--- config.mk ---
export PLATFORM = sky130hd
export DESIGN_NAME = uart_tx_param_flat
export DESIGN_NICKNAME = d
export VERILOG_FILES = /design/src/rtl/uart_pkg.sv /design/src/rtl/uart_tx_if.sv /design/src/rtl/uart_baud_gen.sv /design/src/rtl/uart_tx_param.sv /design/src/flat_wrapper.sv
export SDC_FILE = /design/constraint.sdc
export NUM_CORES = 1
export LEC_CHECK = 0
export BUFFER_PORTS_ARGS = -buffer_cell sky130_fd_sc_hd__buf_2
export CAP_MARGIN = 20
export CORE_MARGIN = 10
export CORE_UTILIZATION = 35
export CTS_CLUSTER_SIZE = 10
export DETAILED_ROUTE_END_ITERATION = 16
export GPL_TIMING_DRIVEN = 0
export PLACE_DENSITY_LB_ADDON = 0.2
export SLEW_MARGIN = 25
export SYNTH_ARGS = -nofsm -noshare
export SYNTH_HDL_FRONTEND = slang
export SYNTH_SLANG_ARGS = --single-unit
--- constraint.sdc ---
create_clock -name clk_50M -period 3.1 [get_ports clk_50M]
set_clock_uncertainty 0.2 [all_clocks]
set_input_delay 0.155 -clock clk_50M [delete_from_list [all_inputs] [get_ports clk_50M]]
set_output_delay 0.155 -clock clk_50M [all_outputs]
set_load 0.02 [all_outputs]
--- src/rtl/uart_pkg.sv ---
// uart_pkg: shared constants and helpers for the UART transmitter/receiver family.
// Parity modes, FSM state encoding and the baud divisor calculation.
package uart_pkg;

    localparam int PAR_NONE = 0;
    localparam int PAR_EVEN = 1;
    localparam int PAR_ODD  = 2;

    typedef enum logic [2:0] {
        ST_IDLE,
        ST_START,
        ST_DATA,
        ST_PARITY,
        ST_STOP
    } state_e;

    function automatic int clks_per_bit(input int clk_freq, input int baud);
        return clk_freq / baud;
    endfunction

endpackage

--- src/rtl/uart_tx_if.sv ---
// uart_tx_if: producer-side handshake plus line/status outputs of the transmitter.
// master = word producer, slave = transmitter.
interface uart_tx_if #(
    parameter int DATA_BITS = 8
);
    logic [DATA_BITS-1:0] tx_data;
    logic                 tx_valid;
    logic                 tx_ready;
    logic                 tx;
    logic                 busy;
    logic                 frame_done;

    modport master (
        output tx_data, tx_valid,
        input  tx_ready, tx, busy, frame_done
    );

    modport slave (
        input  tx_data, tx_valid,
        output tx_ready, tx, busy, frame_done
    );
endinterface

--- src/rtl/uart_baud_gen.sv ---
// uart_baud_gen: bit-period counter; bit_end marks the last clock of each bit.
// restart holds the count at zero so the next bit starts aligned.
module uart_baud_gen #(
    parameter int CLKS_PER_BIT = 434
) (
    input  logic clk,
    input  logic rst_n,
    input  logic restart,
    output logic bit_end
);
    localparam int CW = $clog2(CLKS_PER_BIT);

    logic [CW-1:0] cnt_q, cnt_d;

    assign bit_end = (cnt_q == CW'(CLKS_PER_BIT - 1));

    always_comb begin
        cnt_d = cnt_q + CW'(1);
        if (restart || bit_end) cnt_d = '0;
    end

    always_ff @(posedge clk or negedge rst_n) begin
        if (!rst_n) cnt_q <= '0;
        else        cnt_q <= cnt_d;
    end
endmodule

--- src/rtl/uart_tx_param.sv ---
// uart_tx_param: parametrised UART transmitter, one word per valid/ready handshake.
// Frame: start, DATA_BITS LSB first, optional parity, STOP_BITS stop bits.
module uart_tx_param
    import uart_pkg::*;
#(
    parameter int CLK_FREQ  = 50000000,
    parameter int BAUD      = 115200,
    parameter int DATA_BITS = 8,
    parameter int PARITY    = 0,
    parameter int STOP_BITS = 1
) (
    input  logic     clk_50M,
    input  logic     rst_n,
    uart_tx_if.slave bus
);
    localparam int CPB = clks_per_bit(CLK_FREQ, BAUD);

    if (CPB < 2 || DATA_BITS < 5 || DATA_BITS > 9 || PARITY < 0 || PARITY > 2 ||
        STOP_BITS < 1 || STOP_BITS > 2) begin : g_param_err
        $error("uart_tx_param: illegal parameter set");
    end

    state_e               state_q, state_d;
    logic [DATA_BITS-1:0] shreg_q, shreg_d;
    logic                 par_q, par_d;
    logic [3:0]           idx_q, idx_d;
    logic                 bit_end;
    logic                 last_stop;
    logic                 accept;

    uart_baud_gen #(
        .CLKS_PER_BIT(CPB)
    ) u_baud (
        .clk     (clk_50M),
        .rst_n   (rst_n),
        .restart (state_q == ST_IDLE),
        .bit_end (bit_end)
    );

    // Ready opens in the final stop clock so a waiting word follows with no gap.
    assign last_stop    = (state_q == ST_STOP) && bit_end && (idx_q == 4'(STOP_BITS - 1));
    assign bus.tx_ready = (state_q == ST_IDLE) || last_stop;
    assign accept       = bus.tx_valid && bus.tx_ready;

    always_ff @(posedge clk_50M or negedge rst_n) begin
        if (!rst_n) begin
            state_q <= ST_IDLE;
            idx_q   <= '0;
            shreg_q <= '0;
            par_q   <= 1'b0;
        end else begin
            state_q <= state_d;
            idx_q   <= idx_d;
            shreg_q <= shreg_d;
            par_q   <= par_d;
        end
    end

    always_comb begin
        state_d = state_q;
        idx_d   = idx_q;
        shreg_d = shreg_q;
        par_d   = par_q;
        unique case (state_q)
            ST_IDLE: if (accept) state_d = ST_START;
            ST_START: if (bit_end) begin
                state_d = ST_DATA;
                idx_d   = '0;
            end
            ST_DATA: if (bit_end) begin
                shreg_d = shreg_q >> 1;
                if (idx_q == 4'(DATA_BITS - 1)) begin
                    state_d = (PARITY != PAR_NONE) ? ST_PARITY : ST_STOP;
                    idx_d   = '0;
                end else begin
                    idx_d = idx_q + 4'd1;
                end
            end
            ST_PARITY: if (bit_end) begin
                state_d = ST_STOP;
                idx_d   = '0;
            end
            ST_STOP: if (bit_end) begin
                if (last_stop) begin
                    state_d = accept ? ST_START : ST_IDLE;
                    idx_d   = '0;
                end else begin
                    idx_d = idx_q + 4'd1;
                end
            end
            default: state_d = ST_IDLE;
        endcase
        if (accept) begin
            shreg_d = bus.tx_data;
            par_d   = (^bus.tx_data) ^ (PARITY == PAR_ODD);
        end
    end

    always_comb begin
        bus.tx         = 1'b1;
        bus.busy       = (state_q != ST_IDLE);
        bus.frame_done = last_stop;
        unique case (state_q)
            ST_START:  bus.tx = 1'b0;
            ST_DATA:   bus.tx = shreg_q[0];
            ST_PARITY: bus.tx = par_q;
            default:   bus.tx = 1'b1;
        endcase
    end
endmodule

--- src/flat_wrapper.sv ---
// flat-port wrapper written by rule: the top's interface ports become plain ports
module uart_tx_param_flat import uart_pkg::*;
#(
    parameter int CLK_FREQ  = 50000000,
    parameter int BAUD      = 115200,
    parameter int DATA_BITS = 8,
    parameter int PARITY    = 0,
    parameter int STOP_BITS = 1
)
  (clk_50M, rst_n, bus_tx_data, bus_tx_valid, bus_tx_ready, bus_tx, bus_busy, bus_frame_done);
  uart_tx_if #(.DATA_BITS(DATA_BITS)) bus_i ();
  input  logic clk_50M;
  input  logic rst_n;
  input wire logic [$bits(bus_i.tx_data)-1:0] bus_tx_data;
  input wire logic [$bits(bus_i.tx_valid)-1:0] bus_tx_valid;
  output wire logic [$bits(bus_i.tx_ready)-1:0] bus_tx_ready;
  output wire logic [$bits(bus_i.tx)-1:0] bus_tx;
  output wire logic [$bits(bus_i.busy)-1:0] bus_busy;
  output wire logic [$bits(bus_i.frame_done)-1:0] bus_frame_done;
  assign bus_i.tx_data = bus_tx_data;
  assign bus_i.tx_valid = bus_tx_valid;
  assign bus_tx_ready = bus_i.tx_ready;
  assign bus_tx = bus_i.tx;
  assign bus_busy = bus_i.busy;
  assign bus_frame_done = bus_i.frame_done;
  uart_tx_param #(.CLK_FREQ(CLK_FREQ), .BAUD(BAUD), .DATA_BITS(DATA_BITS), .PARITY(PARITY), .STOP_BITS(STOP_BITS)) u_core (.clk_50M(clk_50M), .rst_n(rst_n), .bus(bus_i));
endmodule
==> summary.txt <==
Clock tree
  • Post-CTS Resized: 0
  • CTS Buf Count: 3
  • Clk Latency, worst-skew pair: around 0.27 ns
  • Register clock-pin slew on the reported worst setup and hold paths: roughly 0.090 ns
  • Root Buffer: clkbuf_8
  • Clock Sinks: 25
  • Post-CTS Setup Bufs: 0
  • Hold_buf cts: 9
  • Clock Tree Buf Depth: 2
  • CTS tree: built
  • H-Tree Depth: 1

Worst setup path
  • Crit path max fanout: 10
  • Critical Setup Path Class: register to output pin
  • CP endpoint kind: output pin
  • R2R depth: 7
  • Worst Setup SP: u_core.idx_q[0]$_DFFE_PN0P_
  • Worst r2r src: u_core.idx_q[0]$_DFFE_PN0P_
  • CP startpoint kind: register
  • CP required: ~2.7 ns
  • Critical path data arrival time: 2.11 ns

Synth
  • Syn avg cell area: slightly below 10 µm²
  • EDFF count, synth: 0
  • Asr flop ratio synth: 100.0%
  • Main flop type after synthesis: dfrtp_1
  • Net count after synthesis: 165
  • Syn Inst Count: 150
  • Seq/Total Area, Yosys: a little over two fifths
  • Synth Register Bits: 25
  • Synth unique cells: between 40 and 50
  • Synthesized area: approximately 1500 µm²
  • Syn. warnings: 0

Global route
  • First-pass GRT wire length: 5533 µm
  • Initial antenna violation count: 0
  • Largest net degree at the start of global routing: 26
  • All-Layer GR Usage: 8.944%
  • Total grt overflow: 0
  • Vias in the first global route: about 1200

Die
  • Ports: 15
  • Starting Density: 36.66%
  • CORE AREA: 4058 µm²
  • DIE AREA: 7258 µm²
  • Rows: 23
  • Die width: approximately 85 µm
  • Die H: about 85 µm

Drt
  • Final WL: 3177 µm
  • Drt first-iter violations: 34
  • Via count: ~1200
  • Wire length per cell: between 10 and 15 µm
  • DRT Pass-1 Iters: 4
  • Post-route ant nets: 0
  • Vias per cell: roughly 5.2
  • Residual DRC: 0

Placement
  • Routability cong.: between 0.7 and 0.8
  • Hpwl dp: about 2400 µm
  • Place WS: between 0.8 and 0.9 ns
  • IO buf count: 13
  • Placed cell count: 213

Cells and area
  • Synth-to-layout area growth: 17.91%
  • Post-Layout Cell Count: about 230
  • Commonest cells after routing, fill and taps aside: dfrtp_1, buf_2, o21ai_0
  • Ant diodes: 0
  • Layout cells sized above 1: between 10% and 20%
  • Commonest non-fill, non-tap cell in the layout: dfrtp_1
  • Final layout net count: about 190

Pwr
  • Flop pwr share: a little under three fifths
  • Switching share of power: between 20 and 25%
  • Internal: roughly 0.44 mW
  • Pleak: roughly 0.72 nW
  • Switching power: roughly 0.13 mW
  • PD cells: around 330 nW/µm²
  • Clock power frac: between 30% and 40%
  • Maximum VDD drop: 0.2768 mV
  • Combinational share of power: about 7.2%

Worst hold path
  • Hold Crit Start: bus_tx_valid
  • Worst hold stages: 3
  • Hold Crit Class: primary input to register

Job
  • Max_cap viols: 0

STA
  • Sum Neg Setup Slack: 0 ns
  • WHS: 0.1275 ns
  • Final Critical Period: around 2.5 ns
  • Slew headroom: approximately 56%
  • Maximum operating frequency: about 400 MHz
  • Worst Setup Slack, final: roughly 0.63 ns
  • RSZ-0062 raised after global routing: no
  • Endpoints failing setup: 0
  • Worst-margin pin slew: 0.6581 ns
  • Final period utilization: 79.53%
  • Hold Vio Cnt, Final: 0
  • Max-slew violations: 0

Status
  • Status: finished, final reports clean
==> synth_stat cells, types with 2 or more instances <==
library cell	instances	area share, %
xnor2_1	9	5.3
ha_1	4	3.4
nand3_1	6	2.0
mux2i_1	6	4.0
nor3_1	3	1.0
or3_1	3	1.3
dfrtp_1	25	42
nor2_1	10	2.5
buf_2	3	1.0
nand4_1	8	3.4
inv_1	8	2.0
and3_1	2	0.84
nor2b_1	3	1.3
a21oi_1	6	2.0
nand2_1	8	2.0
nand3b_1	2	1.0
clkbuf_1	3	0.76
xor2_1	3	1.8
o21ai_0	12	4.0
nor3b_1	2	1.0
==> layout make-up <==
class	count	area, µm²
Tap cell	50	62.56
Timing Repair Buffer	22	155.1
Inverter	8	30.03
Sequential cell	25	625.6
Multi-Input combinational cell	110	798.3
Clock buffer	3	41.29
Fill cell	406	2303
Buffer	7	33.78
Clock inverter	1	7.507
==> routing by layer <==
metal	share of wire [%]	vias to the layer above	global-route usage, %
li1	-	587	-
met4	0.60	0	2.246
met5	0	-	0
met3	3.5	2	2.868
met2	49	15	14.31
met1	47	582	11.29
==> sequential cells by signal, indices dropped and copies added, names as in the netlist <==
signal	flops
u_core.u_baud.cnt_q	9
u_core.state_q	3
u_core.par_q	1
u_core.idx_q	4
u_core.shreg_q	8
==> power by group through the flow <==
stage | Clock [mW] | Sequential (mW) | Combinational (mW)
after floorplan | 0 | 0.332 | 0.0162
after global placement | 0 | 0.332 | 0.0327
after detailed placement | 0 | 0.332 | 0.0337
after CTS | 0.209 | 0.326 | 0.0423
after global routing | 0.227 | 0.326 | 0.0455
final | 0.203 | 0.326 | 0.0413
==> logic make-up (layout without fill, tap and decap cells) <==
family,Yosys count,after routing,share of synthesized area (%)
AO/OA/AOI/OAI,27,27,11.78
XOR/XNOR,12,12,7.065
multiplexers,8,8,5.551
buffers and inverters,15,41,4.289
adder cells (fa/ha/maj),4,4,3.364
AND/OR/NAND/NOR,59,59,25.90
flip-flops,25,25,42.05
==> per-stage QoR <==
| step | util (%) | instance area [µm²] | power, mW |
|---|---|---|---|
| 2_1_floorplan | - | 1488 | 0.3486 |
| 3_3_place_gp | 39.81 | 1615 | 0.3650 |
| 3_5_place_dp | 39.81 | 1615 | 0.3660 |
| 4_1_cts | 43.23 | 1754 | 0.5776 |
| 5_1_grt | 43.23 | 1754 | 0.5985 |
| 6_report | 43.23 | 1754 | 0.5706 |
==> worst paths after layout <==
path / end / slack [ns]
worst max-delay path: bus_tx_ready / 0.63
worst min-delay path: u_core.shreg_q[2]$_DFFE_PN0P_ / 0.13
worst max register to register: u_core.par_q$_DFFE_PN0P_ / 0.85
worst min register to register: u_core.u_baud.cnt_q[0]$_DFF_PN0_ / 0.29
max in group asynchronous: u_core.u_baud.cnt_q[7]$_DFF_PN0_ / 2.12
min in group asynchronous: u_core.idx_q[1]$_DFFE_PN0P_ / 0.20
==> critical path: stages (launching register included) <==
cell	delay (ns)
dfrtp_1	0.39
inv_1	0.10
ha_1	0.14
or3b_4	0.41
o31ai_4	0.23
buf_2	0.26
and2_1	0.14
buf_2	0.16
No activity file was read; power rests on OpenSTA's default activity.
